==> src/rtl/mem_pkg.sv <==
// Shared definitions for the load/store sequencer: size encodings, FSM states
// and big-endian lane selection helpers.
package mem_pkg;

    localparam logic [1:0] SZ_BYTE = 2'b00;
    localparam logic [1:0] SZ_HALF = 2'b01;
    localparam logic [1:0] SZ_WORD = 2'b10;

    localparam logic [31:0] LANE_MASK_BYTE = 32'h0000_00FF;
    localparam logic [31:0] LANE_MASK_HALF = 32'h0000_FFFF;

    typedef enum logic [2:0] {
        ST_IDLE,
        ST_RD,
        ST_RMW_RD,
        ST_WR,
        ST_DONE
    } state_t;

    // Right-shift that brings the addressed big-endian lane down to bit 0.
    function automatic logic [4:0] lane_shift(input logic [1:0] sz, input logic [1:0] off);
        if (sz == SZ_HALF)
            return {~off[1], 4'b0000};
        if (sz == SZ_BYTE)
            return {~off, 3'b000};
        return 5'd0;
    endfunction

endpackage

==> src/rtl/mem_lane_extract.sv <==
// Selects the addressed byte/halfword lane of a memory word and
// sign- or zero-extends it to 32 bits; words pass through unchanged.
module mem_lane_extract
    import mem_pkg::*;
(
    input  logic [31:0] i_word,
    input  logic [1:0]  i_size,
    input  logic [1:0]  i_off,
    input  logic        i_sext,
    output logic [31:0] o_data
);

    logic [4:0]  w_shift;
    logic [7:0]  w_byte;
    logic [15:0] w_half;

    always_comb begin
        w_shift = lane_shift(i_size, i_off);
        w_byte  = 8'(i_word >> w_shift);
        w_half  = 16'(i_word >> w_shift);
        case (i_size)
            SZ_BYTE: o_data = {{24{i_sext & w_byte[7]}}, w_byte};
            SZ_HALF: o_data = {{16{i_sext & w_half[15]}}, w_half};
            default: o_data = i_word;
        endcase
    end

endmodule

==> src/rtl/mem_access_unit.sv <==
// Load/store sequencer for a word-only big-endian data memory: aligns the
// address, extracts sub-word loads, does read-modify-write for sub-word stores.
module mem_access_unit
    import mem_pkg::*;
#(
    parameter int unsigned MEM_BYTES = 61
) (
    input  logic        CLK,
    input  logic        Reset,
    input  logic        req,
    input  logic        we,
    input  logic [1:0]  size,
    input  logic        sign_ext,
    input  logic [31:0] addr,
    input  logic [31:0] wdata,
    output logic [31:0] rdata,
    output logic        done,
    output logic        err,
    output logic        busy,
    output logic        mem_RD,
    output logic        mem_WR,
    output logic [31:0] mem_Daddr,
    output logic [31:0] mem_DataIn,
    input  logic [31:0] mem_DataOut
);

    state_t      r_state;
    logic [1:0]  r_size;
    logic [1:0]  r_off;
    logic        r_sext;
    logic [31:0] r_wdata;
    logic [31:0] r_rdata;
    logic        r_done;
    logic        r_err;
    logic        r_busy;
    logic        r_rd_n;
    logic        r_wr_n;
    logic [31:0] r_daddr;
    logic [31:0] r_dout;

    logic [31:0] w_base;
    logic        w_misalign;
    logic        w_oor;
    logic        w_bad;
    logic [4:0]  w_shift;
    logic [31:0] w_mask;
    logic [31:0] w_merge;
    logic [31:0] w_ext;

    always_comb begin
        w_base     = {addr[31:2], 2'b00};
        w_misalign = (size == SZ_HALF && addr[0])
                   || (size == SZ_WORD && addr[1:0] != 2'b00)
                   || (size == 2'b11);
        w_oor      = ({1'b0, w_base} + 33'd3) > 33'(MEM_BYTES - 1);
        w_bad      = w_misalign | w_oor;
    end

    // Merge word for sub-word stores: memory word with the target lane(s) replaced.
    always_comb begin
        w_shift = lane_shift(r_size, r_off);
        w_mask  = ((r_size == SZ_BYTE) ? LANE_MASK_BYTE : LANE_MASK_HALF) << w_shift;
        w_merge = (mem_DataOut & ~w_mask) | ((r_wdata << w_shift) & w_mask);
    end

    mem_lane_extract u_extract (
        .i_word (mem_DataOut),
        .i_size (r_size),
        .i_off  (r_off),
        .i_sext (r_sext),
        .o_data (w_ext)
    );

    // Strobes are registered alongside the state, so they track state exactly.
    always_ff @(posedge CLK or negedge Reset) begin
        if (!Reset) begin
            r_state <= ST_IDLE;
            r_size  <= SZ_BYTE;
            r_off   <= 2'b00;
            r_sext  <= 1'b0;
            r_wdata <= '0;
            r_rdata <= '0;
            r_done  <= 1'b0;
            r_err   <= 1'b0;
            r_busy  <= 1'b0;
            r_rd_n  <= 1'b1;
            r_wr_n  <= 1'b1;
            r_daddr <= '0;
            r_dout  <= '0;
        end else begin
            r_done <= 1'b0;
            r_err  <= 1'b0;
            case (r_state)
                ST_IDLE: begin
                    if (req) begin
                        r_size  <= size;
                        r_off   <= addr[1:0];
                        r_sext  <= sign_ext;
                        r_wdata <= wdata;
                        r_daddr <= w_base;
                        r_busy  <= 1'b1;
                        if (w_bad) begin
                            r_state <= ST_DONE;
                            r_done  <= 1'b1;
                            r_err   <= 1'b1;
                        end else if (!we) begin
                            r_state <= ST_RD;
                            r_rd_n  <= 1'b0;
                        end else if (size == SZ_WORD) begin
                            r_state <= ST_WR;
                            r_wr_n  <= 1'b0;
                            r_dout  <= wdata;
                        end else begin
                            r_state <= ST_RMW_RD;
                            r_rd_n  <= 1'b0;
                        end
                    end
                end
                ST_RD: begin
                    r_rdata <= w_ext;
                    r_rd_n  <= 1'b1;
                    r_done  <= 1'b1;
                    r_state <= ST_DONE;
                end
                ST_RMW_RD: begin
                    r_dout  <= w_merge;
                    r_rd_n  <= 1'b1;
                    r_wr_n  <= 1'b0;
                    r_state <= ST_WR;
                end
                ST_WR: begin
                    r_wr_n  <= 1'b1;
                    r_done  <= 1'b1;
                    r_state <= ST_DONE;
                end
                ST_DONE: begin
                    r_busy  <= 1'b0;
                    r_state <= ST_IDLE;
                end
                default: begin
                    r_rd_n  <= 1'b1;
                    r_wr_n  <= 1'b1;
                    r_busy  <= 1'b0;
                    r_state <= ST_IDLE;
                end
            endcase
        end
    end

    assign rdata      = r_rdata;
    assign done       = r_done;
    assign err        = r_err;
    assign busy       = r_busy;
    assign mem_RD     = r_rd_n;
    assign mem_WR     = r_wr_n;
    assign mem_Daddr  = r_daddr;
    assign mem_DataIn = r_dout;

endmodule

==> config.mk <==
export PLATFORM = sky130hd
export DESIGN_NAME = mem_access_unit
export DESIGN_NICKNAME = d
export VERILOG_FILES = /design/src/rtl/mem_pkg.sv /design/src/rtl/mem_lane_extract.sv /design/src/rtl/mem_access_unit.sv
export SDC_FILE = /design/constraint.sdc
export NUM_CORES = 1
export LEC_CHECK = 0
export ABC_AREA = 1
export CELL_PAD_IN_SITES_DETAIL_PLACEMENT = 0
export CELL_PAD_IN_SITES_GLOBAL_PLACEMENT = 2
export CORE_ASPECT_RATIO = 0.5
export CORE_MARGIN = 10
export CORE_UTILIZATION = 26
export CTS_BUF_LIST = sky130_fd_sc_hd__clkbuf_4 sky130_fd_sc_hd__clkbuf_8 sky130_fd_sc_hd__clkbuf_16
export DETAILED_ROUTE_END_ITERATION = 10
export GPL_ROUTABILITY_DRIVEN = 1
export GPL_TIMING_DRIVEN = 0
export PLACE_DENSITY = 0.9
export SLEW_MARGIN = 25
export SYNTH_ARGS = -nofsm -noshare
export SYNTH_HDL_FRONTEND = slang
export SYNTH_SLANG_ARGS = --single-unit
==> constraint.sdc <==
create_clock -name CLK -period 1.8 [get_ports CLK]
set_clock_uncertainty 0.1 [all_clocks]
set_input_delay 0.27 -clock CLK [delete_from_list [all_inputs] [get_ports CLK]]
set_output_delay 0.27 -clock CLK [all_outputs]
set_load 0.02 [all_outputs]
==> results of run 1 <==
synthesized netlist by cell type:
| cell type | count |
|---|---|
| clkbuf_2 | 1 |
| nand3_1 | 106 |
| dfstp_2 | 2 |
| conb_1 | 1 |
| inv_1 | 91 |
| nand4_1 | 3 |
| buf_4 | 4 |
| nand2_1 | 268 |
| or2_2 | 24 |
| mux2_2 | 25 |
| o21ai_2 | 2 |
| o2111ai_1 | 3 |
| nor2_1 | 44 |
| nand2_2 | 2 |
| nor2_8 | 1 |
| a21oi_1 | 69 |
| clkbuf_1 | 16 |
| a21oi_4 | 1 |
| buf_6 | 5 |
| nor3b_1 | 1 |
| nand2_4 | 2 |
| buf_2 | 21 |
| nor2_2 | 2 |
| inv_2 | 5 |
| buf_1 | 4 |
| o21ai_0 | 40 |
| a22oi_1 | 1 |
| o22ai_1 | 6 |
| dfrtp_1 | 121 |
| o21ai_1 | 2 |
| a2bb2oi_1 | 1 |
| nand3_2 | 1 |
| o22a_1 | 1 |
stage by stage:
stage / utilization [%] / instances / setup TNS (ns)
floorplan: - / 877 / 0
global placement: 36.1 / 1422 / -608.61
detailed placement: 36.2 / 1423 / -30.83
CTS: 39.0 / 1458 / 0
global route: 41.9 / 1481 / -1.11
finish: 41.9 / 1481 / 0
cells by family after synthesis:
group	Yosys count	synth area share, %
AO/OA/AOI/OAI	126	10.2
buffers and inverters	147	9.53
flip-flops	123	46.5
multiplexers	25	4.25
other	1	0.0565
AND/OR/NAND/NOR	454	29.5
layout make-up:
type | instances | area (um2) | area share, %
clock buffers | 24 | 497 | 4.72
well taps | 344 | 430 | 4.09
flip-flops and latches | 123 | 3080 | 29.2
repair buffers | 228 | 2360 | 22.4
diodes | 1 | 2.50 | 0.0238
inverters | 96 | 373 | 3.54
plain buffers | 51 | 380 | 3.61
clock inverters | 7 | 114 | 1.08
multi-input cells | 607 | 3300 | 31.3
worst min path at each step:
stage	from	end	cells past startpoint
2_1_floorplan	Reset	busy	0
3_3_place_gp	mem_DataIn[26]	mem_DataIn[26]	2
3_5_place_dp	Reset	mem_Daddr[7]	1
4_1_cts	Reset	mem_Daddr[7]	2
5_1_grt	Reset	mem_Daddr[7]	2
6_report	Reset	mem_Daddr[7]	2
critical path: stages, from the launching register on:
cell,delay (ns)
dfrtp_1,0.42
buf_6,0.17
nor2_8,0.20
inv_4,0.05
buf_8,0.14
nand3_4,0.08
nand2_4,0.08
nand2_8,0.10
buf_8,0.13
nand3_1,0.09
nand2_1,0.08
inv_1,0.04
report_power, final:
group          leakage [uW]  total (uW)  switching (uW)  internal, uW
logic               0.00378        2820            1600          1220
registers           0.00147        3340             206          3140
clock network      0.000308        3590            1260          2330
repair_timing:
action / 4_1_cts / 5_1_grt
endpoints found under the setup margin: 110 / 114
endpoints found under the hold margin: 54 / 0
hold buffers: 1 / 0
pin swaps: 2 / 37
gates resized for setup: 80 / 171
cloned: 0 / 2
buffers inserted: 3 / 20
state kept, by name, summed over array words and instances, names as in the netlist, 2 cells and up:
signal      flops
rdata          32
mem_Daddr      30
r_state         3
r_wdata        16
r_size          2
mem_DataIn     32
r_off           2
metal layers:
| layer | track usage [%] | up-vias | part of all wire [%] |
|---|---|---|---|
| met5 | 0 | - | 0 |
| met4 | 4.02 | 0 | 0.70 |
| met3 | 3.27 | 14 | 3.7 |
| met2 | 28.1 | 116 | 51 |
| met1 | 20.7 | 3315 | 44 |
| li1 | - | 3305 | - |
==> results.md, run 1 <==
* Status: complete, no violations
* Detailed Route Iter0 Violations at 474
* R2r endpoint: rdata[30]
* Final hold violations at 0
* Design area at 10500 um2
* Setup violation total in the final timing report at 0
* Unrepaired setup endpoints after global routing: yes
* Hold Path Class: input port to async pin
* Die area at 32700 um2
* Pwr Total at 9760 uW
* Syn_area_per_cell at 7.57 um2
* Root Buffer: clkbuf_16
* Starting Density at 26.4%
* Post-synth top area share at 45.7%
* Avg WL per Cell at 18.5 um
* Pwr/cell area at 926 nW/um2
* Post-Route Hold Slack at 0.259 ns
* Gpl congestion at 0.933
* Cell Area, Placed at 9110 um2
* FF+latch count, synth at 123
* Worst setup path start: r_size[1]
* Rows at 41
* Worst R2R Setup Slack at 0.02 ns
* Initial antenna violation count at 1
* Worst slack at placement at -0.867 ns
* LEAKAGE at 0.00555 uW
* Mapped Cells at 876
* Crit path time final at 1.78 ns
* Layout Nets at 1227
* IO buf count at 201
* Die width at 246 um
* PnR worst setup slack at 0.0194 ns
* Drt drc at 0
* Top cells by area, synth: dfrtp_1 46%, nand2_1 15%, nand3_1 8.0%, a21oi_1 5.2%, inv_1 5.2%
* Worst Path Max Fanout at 8
* Library cells used by synthesis at 33
* Clock buffer depth at 2
* CTS tree: built
* # clock sinks at 123
* Max-Cap Viols at 0
* Kind of critical path: flop to flop
* DRT Wirelength at 27.4 mm
* Most frequent cells in the layout: 257 x nand2_1, 127 x clkdlybuf4s50_1, 121 x dfrtp_1
* Filler cell count at 2587
* Final Cycle Share at 98.9%
* Antenna Nets Post-Route at 0
* Die Y at 133 um
* Vias in the first global route at 6608
* Yosys top cell by area: dfrtp_1
* Total CTS buffers at 17
* F_max at 0.562 GHz
* GRT overflow at 0
* Peak VDD IR at 0.568 mV
* Syn-to-layout area delta at 58.8%
* Core region area at 25100 um2
* Ys Warns at 0
* First-pass GRT wire length at 41.1 mm
* Commonest non-fill, non-tap cell in the layout: nand2_1
* Total global-route track usage at 16.4%
* R2R cell count at 11
* Worst Path Arrival at 2.00 ns
* Clk pin slew, worst setup/hold paths at 0.06 ns
* Crit path to: rdata[30]
* Htree depth at 4
* Startpoint types: flop
* Final HPWL from detailed placement at 21.6 mm
* Post-Synthesis Cell Area at 6630 um2
* Vias per cell at 4.56
* Clk Latency, worst-skew pair at 0.43 ns
* IO Pins at 204
* Fraction of layout instances using a drive strength above 1 at 21.3%
* Pins Over Slew Limit at 0
* Seq/Total Area, Yosys at 46.5%
* TritonRoute pass-1 iters at 5
* Crit path capture type: flop
* Largest net degree at the start of global routing at 70
* Via count at 6750
* WP data required at 2.02 ns
* Worst R2R Start: r_size[1]
Power figures use the tool's default switching activity.
==> run 2: changes to the inputs <==
- CTS_CLUSTER_DIAMETER: unset -> 60
==> results of run 2 <==
Final layout, timing and power as in run 1 (identical DEF).
